<file path="src/rtl/bcd_scan_display_pkg.sv">
// Shared constants for the multiplexed four-digit BCD display.
package bcd_scan_display_pkg;

    // Number of multiplexed digits.
    localparam int NDIG = 4;

    // Drive level that lights a segment or enables a digit (active-low).
    localparam logic LED_ON = 1'b0;

    // Active-low seven-segment patterns, bit0 = a ... bit6 = g.
    localparam logic [6:0] SEG_0     = 7'h40;
    localparam logic [6:0] SEG_1     = 7'h79;
    localparam logic [6:0] SEG_2     = 7'h24;
    localparam logic [6:0] SEG_3     = 7'h30;
    localparam logic [6:0] SEG_4     = 7'h19;
    localparam logic [6:0] SEG_5     = 7'h12;
    localparam logic [6:0] SEG_6     = 7'h02;
    localparam logic [6:0] SEG_7     = 7'h78;
    localparam logic [6:0] SEG_8     = 7'h00;
    localparam logic [6:0] SEG_9     = 7'h10;
    localparam logic [6:0] SEG_DASH  = 7'h3F;
    localparam logic [6:0] SEG_BLANK = 7'h7F;

    // All digit enables released.
    localparam logic [3:0] AN_OFF = 4'hF;

    // Digit-enable pattern that turns on only the digit at idx.
    function automatic logic [3:0] an_select(input logic [1:0] idx);
        logic [3:0] onehot;
        onehot = 4'b0001 << idx;
        return (LED_ON == 1'b0) ? ~onehot : onehot;
    endfunction

endpackage

</file>
<file path="src/rtl/bcd_scan_display_bcd_to_seg.sv">
// Combinational BCD to active-low seven-segment decoder; non-decimal codes show a dash.
module bcd_to_seg
    import bcd_scan_display_pkg::*;
(
    input  logic [3:0] bcd,
    output logic [6:0] seg
);

    // Map one BCD digit onto its segment pattern.
    always_comb begin
        seg = SEG_DASH;
        case (bcd)
            4'd0:    seg = SEG_0;
            4'd1:    seg = SEG_1;
            4'd2:    seg = SEG_2;
            4'd3:    seg = SEG_3;
            4'd4:    seg = SEG_4;
            4'd5:    seg = SEG_5;
            4'd6:    seg = SEG_6;
            4'd7:    seg = SEG_7;
            4'd8:    seg = SEG_8;
            4'd9:    seg = SEG_9;
            default: seg = SEG_DASH;
        endcase
    end

endmodule

</file>
<file path="src/rtl/bcd_scan_display.sv">
// Four-digit multiplexed BCD display driver with snapshot register,
// leading-zero blanking, anti-ghosting dead cycle and invalid-code flag.
module bcd_scan_display
    import bcd_scan_display_pkg::*;
#(
    parameter int SCAN_DIV = 50000
) (
    input  logic        clk,
    input  logic        clear,
    input  logic [15:0] bcd_in,
    input  logic        load,
    input  logic        blank_lz,
    output logic [6:0]  seg,
    output logic [3:0]  an,
    output logic        invalid
);

    // Prescaler is wide enough to hold SCAN_DIV-1 without truncation.
    localparam int CW = (SCAN_DIV > 2) ? $clog2(SCAN_DIV) : 1;
    localparam logic [CW-1:0] CNT_MAX = CW'(SCAN_DIV - 1);

    logic [CW-1:0] cnt_r;
    logic [1:0]    idx_r;
    logic [15:0]   snap_r;
    logic [6:0]    seg_r;
    logic [3:0]    an_r;
    logic          invalid_r;

    logic          tick_s;
    logic [3:0]    digit_s;
    logic [3:0]    zero_above_s;
    logic          blank_s;
    logic [6:0]    dec_seg_s;
    logic [6:0]    seg_next_s;
    logic [3:0]    an_next_s;
    logic          invalid_next_s;

    assign tick_s = (cnt_r == CNT_MAX);

    // Prescaler: counts 0..SCAN_DIV-1 and wraps; reset aborts the current slot.
    always_ff @(posedge clk) begin
        if (!clear) begin
            cnt_r <= '0;
        end else if (tick_s) begin
            cnt_r <= '0;
        end else begin
            cnt_r <= cnt_r + CW'(1);
        end
    end

    // Scan index: advances one digit per tick, wrapping 3 -> 0.
    always_ff @(posedge clk) begin
        if (!clear) begin
            idx_r <= 2'd0;
        end else if (tick_s) begin
            idx_r <= idx_r + 2'd1;
        end else begin
            idx_r <= idx_r;
        end
    end

    // Snapshot register: the display never looks at bcd_in directly.
    always_ff @(posedge clk) begin
        if (!clear) begin
            snap_r <= 16'h0000;
        end else if (load) begin
            snap_r <= bcd_in;
        end else begin
            snap_r <= snap_r;
        end
    end

    // Select the snapshot digit addressed by the scan index.
    always_comb begin
        digit_s = 4'h0;
        case (idx_r)
            2'd0:    digit_s = snap_r[3:0];
            2'd1:    digit_s = snap_r[7:4];
            2'd2:    digit_s = snap_r[11:8];
            2'd3:    digit_s = snap_r[15:12];
            default: digit_s = 4'h0;
        endcase
    end

    // Leading-zero chain: bit k set when digit k and every higher digit are zero;
    // dash codes are non-zero, and the units digit is never blanked.
    always_comb begin
        zero_above_s    = 4'b0000;
        zero_above_s[3] = (snap_r[15:12] == 4'h0);
        zero_above_s[2] = zero_above_s[3] && (snap_r[11:8] == 4'h0);
        zero_above_s[1] = zero_above_s[2] && (snap_r[7:4] == 4'h0);
        zero_above_s[0] = 1'b0;
        blank_s         = blank_lz && zero_above_s[idx_r];
    end

    bcd_to_seg u_bcd_to_seg (
        .bcd (digit_s),
        .seg (dec_seg_s)
    );

    // Next output values: dead cycle at the start of every slot, otherwise one digit on.
    always_comb begin
        seg_next_s = blank_s ? SEG_BLANK : dec_seg_s;
        if (cnt_r == '0) begin
            an_next_s = AN_OFF;
        end else begin
            an_next_s = an_select(idx_r);
        end
        invalid_next_s = 1'b0;
        for (int k = 0; k < NDIG; k++) begin
            if (snap_r[4*k +: 4] > 4'd9) begin
                invalid_next_s = 1'b1;
            end else begin
                invalid_next_s = invalid_next_s;
            end
        end
    end

    // Output registers.
    always_ff @(posedge clk) begin
        if (!clear) begin
            seg_r     <= SEG_BLANK;
            an_r      <= AN_OFF;
            invalid_r <= 1'b0;
        end else begin
            seg_r     <= seg_next_s;
            an_r      <= an_next_s;
            invalid_r <= invalid_next_s;
        end
    end

    assign seg     = seg_r;
    assign an      = an_r;
    assign invalid = invalid_r;

endmodule

</file>
<file path="config.mk">
export PLATFORM = sky130hd
export DESIGN_NAME = bcd_scan_display
export DESIGN_NICKNAME = d
export VERILOG_FILES = /design/src/rtl/bcd_scan_display_pkg.sv /design/src/rtl/bcd_scan_display_bcd_to_seg.sv /design/src/rtl/bcd_scan_display.sv
export SDC_FILE = /design/constraint.sdc
export NUM_CORES = 1
export LEC_CHECK = 0
export CAP_MARGIN = 10
export CORE_MARGIN = 1
export CORE_UTILIZATION = 60
export CTS_BUF_LIST = sky130_fd_sc_hd__clkbuf_2 sky130_fd_sc_hd__clkbuf_4 sky130_fd_sc_hd__clkbuf_8
export CTS_CLUSTER_DIAMETER = 60
export DETAILED_ROUTE_END_ITERATION = 12
export GPL_ROUTABILITY_DRIVEN = 0
export PLACE_DENSITY = 0.95
export SYNTH_ARGS = -nofsm -noshare
export SYNTH_HDL_FRONTEND = slang
export SYNTH_HIERARCHICAL = 1
export SYNTH_SLANG_ARGS = --single-unit
export TNS_END_PERCENT = 5
</file>
<file path="constraint.sdc">
create_clock -name clk -period 4.25 [get_ports clk]
set_input_delay 0.85 -clock clk [delete_from_list [all_inputs] [get_ports clk]]
set_output_delay 0.85 -clock clk [all_outputs]
set_load 0.1 [all_outputs]
</file>
[Word level (Yosys, flattened, before mapping)]
Memories as Yosys holds them, arrays and structs flattened. A register that Yosys moved wholly into a read port is not among the register bits.
Cells that the tools add are included.
W data, S select, Z words.
Word-level totals
  bits in registers: 39
  bits in latches: 0
  RAM bits: 0
  bits in read-only memories: 112
  input port bits: 20
  output and inout bits: 12
  word-level logic and storage cells: 38
  memories: 1
Memories
  (no name shown): depth 16, width 7, rd ports 1, clocked after memory_dff 1, wr ports 0, RTL line bcd_scan_display_bcd_to_seg.sv:12  | case (bcd)
Cells by class
  add/subtract/negate cells: 2
  multipliers: 0
  divide/modulo/power cells: 0
  $lt $le $gt $ge: 5
  eq/ne operators: 4
  shifts and indexed selects: 1
  multiplexer cells: 7
  bitwise operators: 2
  reductions and logical operators: 11
Operators with widths (number)
  $add A16 B1 Y16 const B: 1
  $eq A16 B16 Y1 const B: 1
  $gt A4 B4 Y1 const B: 4
  $logic_not A16 Y1: 1
  $pmux W4 S4: 1
  $logic_not A4 Y1: 3
  $reduce_or A2 Y1: 3
  $mux W1: 5
  $eq A2 B2 Y1 const B: 2
  $not A4 Y4: 1
  $shl A1 B2 Y4 const A: 1
  $logic_and A1 B1 Y1: 3
  $lt A2 B3 Y1 const B: 1
  $add A2 B1 Y2 const B: 1
  $bmux W1 S2: 1
  $eq A2 B1 Y1 const B: 1
  $logic_not A2 Y1: 1
  $not A1 Y1: 1

[Depth between registers and ports, before layout]
  depth in word-level cells: 7
  mapped depth: 9

[By module]
Netlist, hierarchy kept.
By module, submodules not included
  bcd_scan_display: instances 1, cells an instance 201, area an instance 1945.6 um2
  bcd_to_seg: instances 1, cells an instance 31, area an instance 224.0 um2

[Worst setup path after synthesis]
Ideal clock, no wire load.
  kind: register to register
  start: register idx_r[0]
  end: register seg_r[3] (netlist: seg[3])
  data arrival time: 1.967 ns
  setup slack: 2.145 ns
  stages on the path, launching flop included: 10
  period minus slack after synthesis: 2.105 ns
  cells stage by stage: dfxtp_1 > inv_1 > ha_1 > buf_1 > mux2i_1 > inv_1 > ha_1 > and3b_1 > a21oi_1 > nand3b_1
Between the ends
  elaborated cells on any way between the ends: 9
  those cells by class: eq/ne (3); mux (3); reduce/logical (3)
RTL lines
  start, declared: RTL line bcd_scan_display.sv:23  | logic [1:0] idx_r;
  start signal, assigned: RTL line bcd_scan_display.sv:56  | idx_r <= idx_r + 2'd1;
  start signal, assigned: RTL line bcd_scan_display.sv:58  | idx_r <= idx_r;
  $eq A2 B2 Y1, or another cell as far along: RTL line bcd_scan_display.sv:76  | case (idx_r)
  $pmux W4 S4 *: RTL line bcd_scan_display.sv:76
  named net digit_s[1]: RTL line bcd_scan_display.sv:30  | logic [3:0] digit_s;
  end, declared: RTL line bcd_scan_display.sv:25  | logic [6:0] seg_r;
Mark *: on every way through the listed nets, which the timed path passes. The rest lies on a longest branch. The select of a mux whose other input is x is not followed.
A chain may end at the register's enable or synchronous reset.

[Worst setup path in the final report]
  start: register seg_r[3] (netlist: seg[3])
  end: output seg[3]
RTL lines
  end, declared: RTL line bcd_scan_display.sv:13  | output logic [6:0] seg,
No word-level cell between the ends.

==> results.ini <==
[worst_setup_path]
r2r_setup_slack_ns=1.88
path_cells=clkdlybuf4s50_1
crit_type=flop to output port
cp_max_fo=1
cpPeakStageDelay_ns=1.12
endpoint_kind=output port
crit_buf_inv=1
startpoint_type=flop
crit_cells=1
cp.required_ns=3.40
cp_top_family=buffers and inverters
cp-startpoint=seg[3]
rr_worst_depth=9
setup.worst_path.end=seg[3]
r2r_start=idx_r[0]
worstPathArrival_ns=1.83
r2r-end=seg[3]
cp_slowest_cell=clkdlybuf4s50_1

[synthesis]
syn-num-nets=264
synth_top_area_cell=dfxtp_1
ys_seq_area_frac=0.424
yosys_warnings=6
syn_avg_cell_area_um2=9.35
yosysUniqueCellTypes=40
ys_seq_elements=46
yosys-top-cells-area=dfxtp_1 42%, mux2i_1 10%, ha_1 6.9%
synth-edff-count=0
async_flop_share=0
syn_inst=232
yosysMostFrequentCell=dfxtp_1
synth_top_area_frac=0.424
synth_flop_cell=dfxtp_1
synth_common_cells=46 x dfxtp_1, 40 x nor2_1, 22 x mux2i_1
netlist_area_um2=2170

[route]
drt_first_pass_iters=4
ant_nets=0
drc=0
viasPerCell=5.62
vias=1725
wl_per_cell_um=13.3
wl_um=4100
first_iter_violations=132

[die]
io_pins=32
dieWidth_um=62.1
core_area_um2=3390
die_h_um=62.1
initial_core_util=0.640
rows=21
die_area_um2=3860

[layout]
syn_to_final_growth_pct=16.7
layout.cells.non_filler=307
antenna_cells=0
layout.nets=293
layout-drive-gt1-share=0.0383

[flow_run]
maxCapViolations=0

[sta]
period_minus_slack_ns=2.68
worst-slew-pin-transition_ns=0.964
grt_setup_unrepaired=false
fin_skew_ns=0.00941
setup_ws_ns=1.57
report.final.slew_viol_count=0
finalHoldViolCount=0
finalSetupViolations=0
fin_tns_setup_ns=0
finalCritPeriodShare=0.632
relSlewSlack=0.355
fmax_ghz=0.373

[clock_tree]
root_buffer=clkbuf_4
cts_setup_buffers=0
cts_tree=yes
clock_latency_ns=0.37
htreeDepth=2
cts_buffers=5
numClockSinks=46
clock_path_buffers=2
cts_resized=0
hold_buffers=0
path_clk_slew_ns=0.13

[global_route]
grtUsageMet2=0.404
grt-busiest-layer=met2
grt_pass1_wl_um=7250
antenna_found_initial=0
grt_pass1_vias=1619
grt.total_usage=0.240
grt_use_met3=0.0441
grtUsageMet1=0.286
gr-total-overflow=0
grt_max_degree=22

[hold_path]
min_path_type=flop to flop
hold-path-cell-count=1

[run_status]
status=completed

[place]
place_inst=300
dp_slack_ns=1.70
numPortBuffers=31
place_hpwl_um=3100

[pwr]
powerDensity_nw_per_um2=325
finalPower_uw=822
peakVddDrop_mv=0.195
leakage_uw=0.000984

per-stage QoR:
step,hold slack (ns),instance area [µm²],utilization
finish,0.496,2530,0.747
global route,0.561,2530,0.747
CTS,0.499,2530,0.747
detailed placement,0.469,2480,0.731
global placement,0.461,2480,0.731
floorplan,0.442,2170,-
worst register-to-register path: cells and delay by family, from the launching register on:
kind                     cells  cell delay [ns]
buffers and inverters        2             0.31
AO/OA/AOI/OAI                2             0.18
flip-flops                   1             0.37
AND/OR/NAND/NOR              2             0.32
multiplexers                 1             0.47
adder cells (fa/ha/maj)      2             0.60
flip-flops by register name, summed over array words and instances, names as in the netlist:
| signal | flops |
|---|---|
| idx_r | 2 |
| snap_r | 16 |
| cnt_r | 16 |
| seg | 7 |
| invalid | 1 |
| an | 4 |
worst min-delay path by stage:
stage | start | end | slack [ns]
5_1_grt | cnt_r[0] | cnt_r[0] | 0.56
3_3_place_gp | cnt_r[0] | cnt_r[0] | 0.46
6_report | cnt_r[0] | cnt_r[0] | 0.50
2_1_floorplan | cnt_r[0] | cnt_r[0] | 0.44
4_1_cts | cnt_r[0] | cnt_r[0] | 0.50
3_5_place_dp | cnt_r[0] | cnt_r[0] | 0.47
layer usage:
metal	up-vias	part of all wire
met3	11	0.035
met5	-	0
met1	813	0.46
li1	858	-
met2	43	0.48
met4	0	0.023
cells in the final DEF (no fill, tap or decap), drive strengths merged, types with 2 or more instances in the layout:
cell,Yosys,final
dfxtp,46,46
nor2,40,40
clkdlybuf4s50,0,31
mux2i,22,22
inv,16,16
xnor2,14,14
ha,12,12
nand2,8,8
nand3b,7,7
nor4,7,7
clkbuf,3,6
nand4,5,5
nand3,5,5
nor3,5,5
a21oi,5,5
o21ai,5,5
a222oi,4,4
or4,3,3
a31oi,2,2
nor3b,2,2
and3b,2,2
nand2b,2,2
cell type report:
class,count,area [µm²]
Clock buffer,6,45.0
Clock inverter,1,7.51
Fill cell,229,858
Inverter,16,60.1
Multi-Input combinational cell,161,1130
Sequential cell,46,921
Tap cell,46,57.6
Timing Repair Buffer,31,310
kinds of logic after synthesis:
group	synth area share
XOR/XNOR	0.0606
AO/OA/AOI/OAI	0.0617
buffers and inverters	0.0548
multiplexers	0.101
AND/OR/NAND/NOR	0.228
adder cells (fa/ha/maj)	0.0692
flip-flops	0.424
power breakdown:
group / switching (µW) / internal [µW] / total (µW)
logic: 98.6 / 56.5 / 155
registers: 13.4 / 451 / 464
clock network: 134 / 68.2 / 202
total: 246 / 575 / 822
Note: power is estimated with default switching activity, not from simulation.
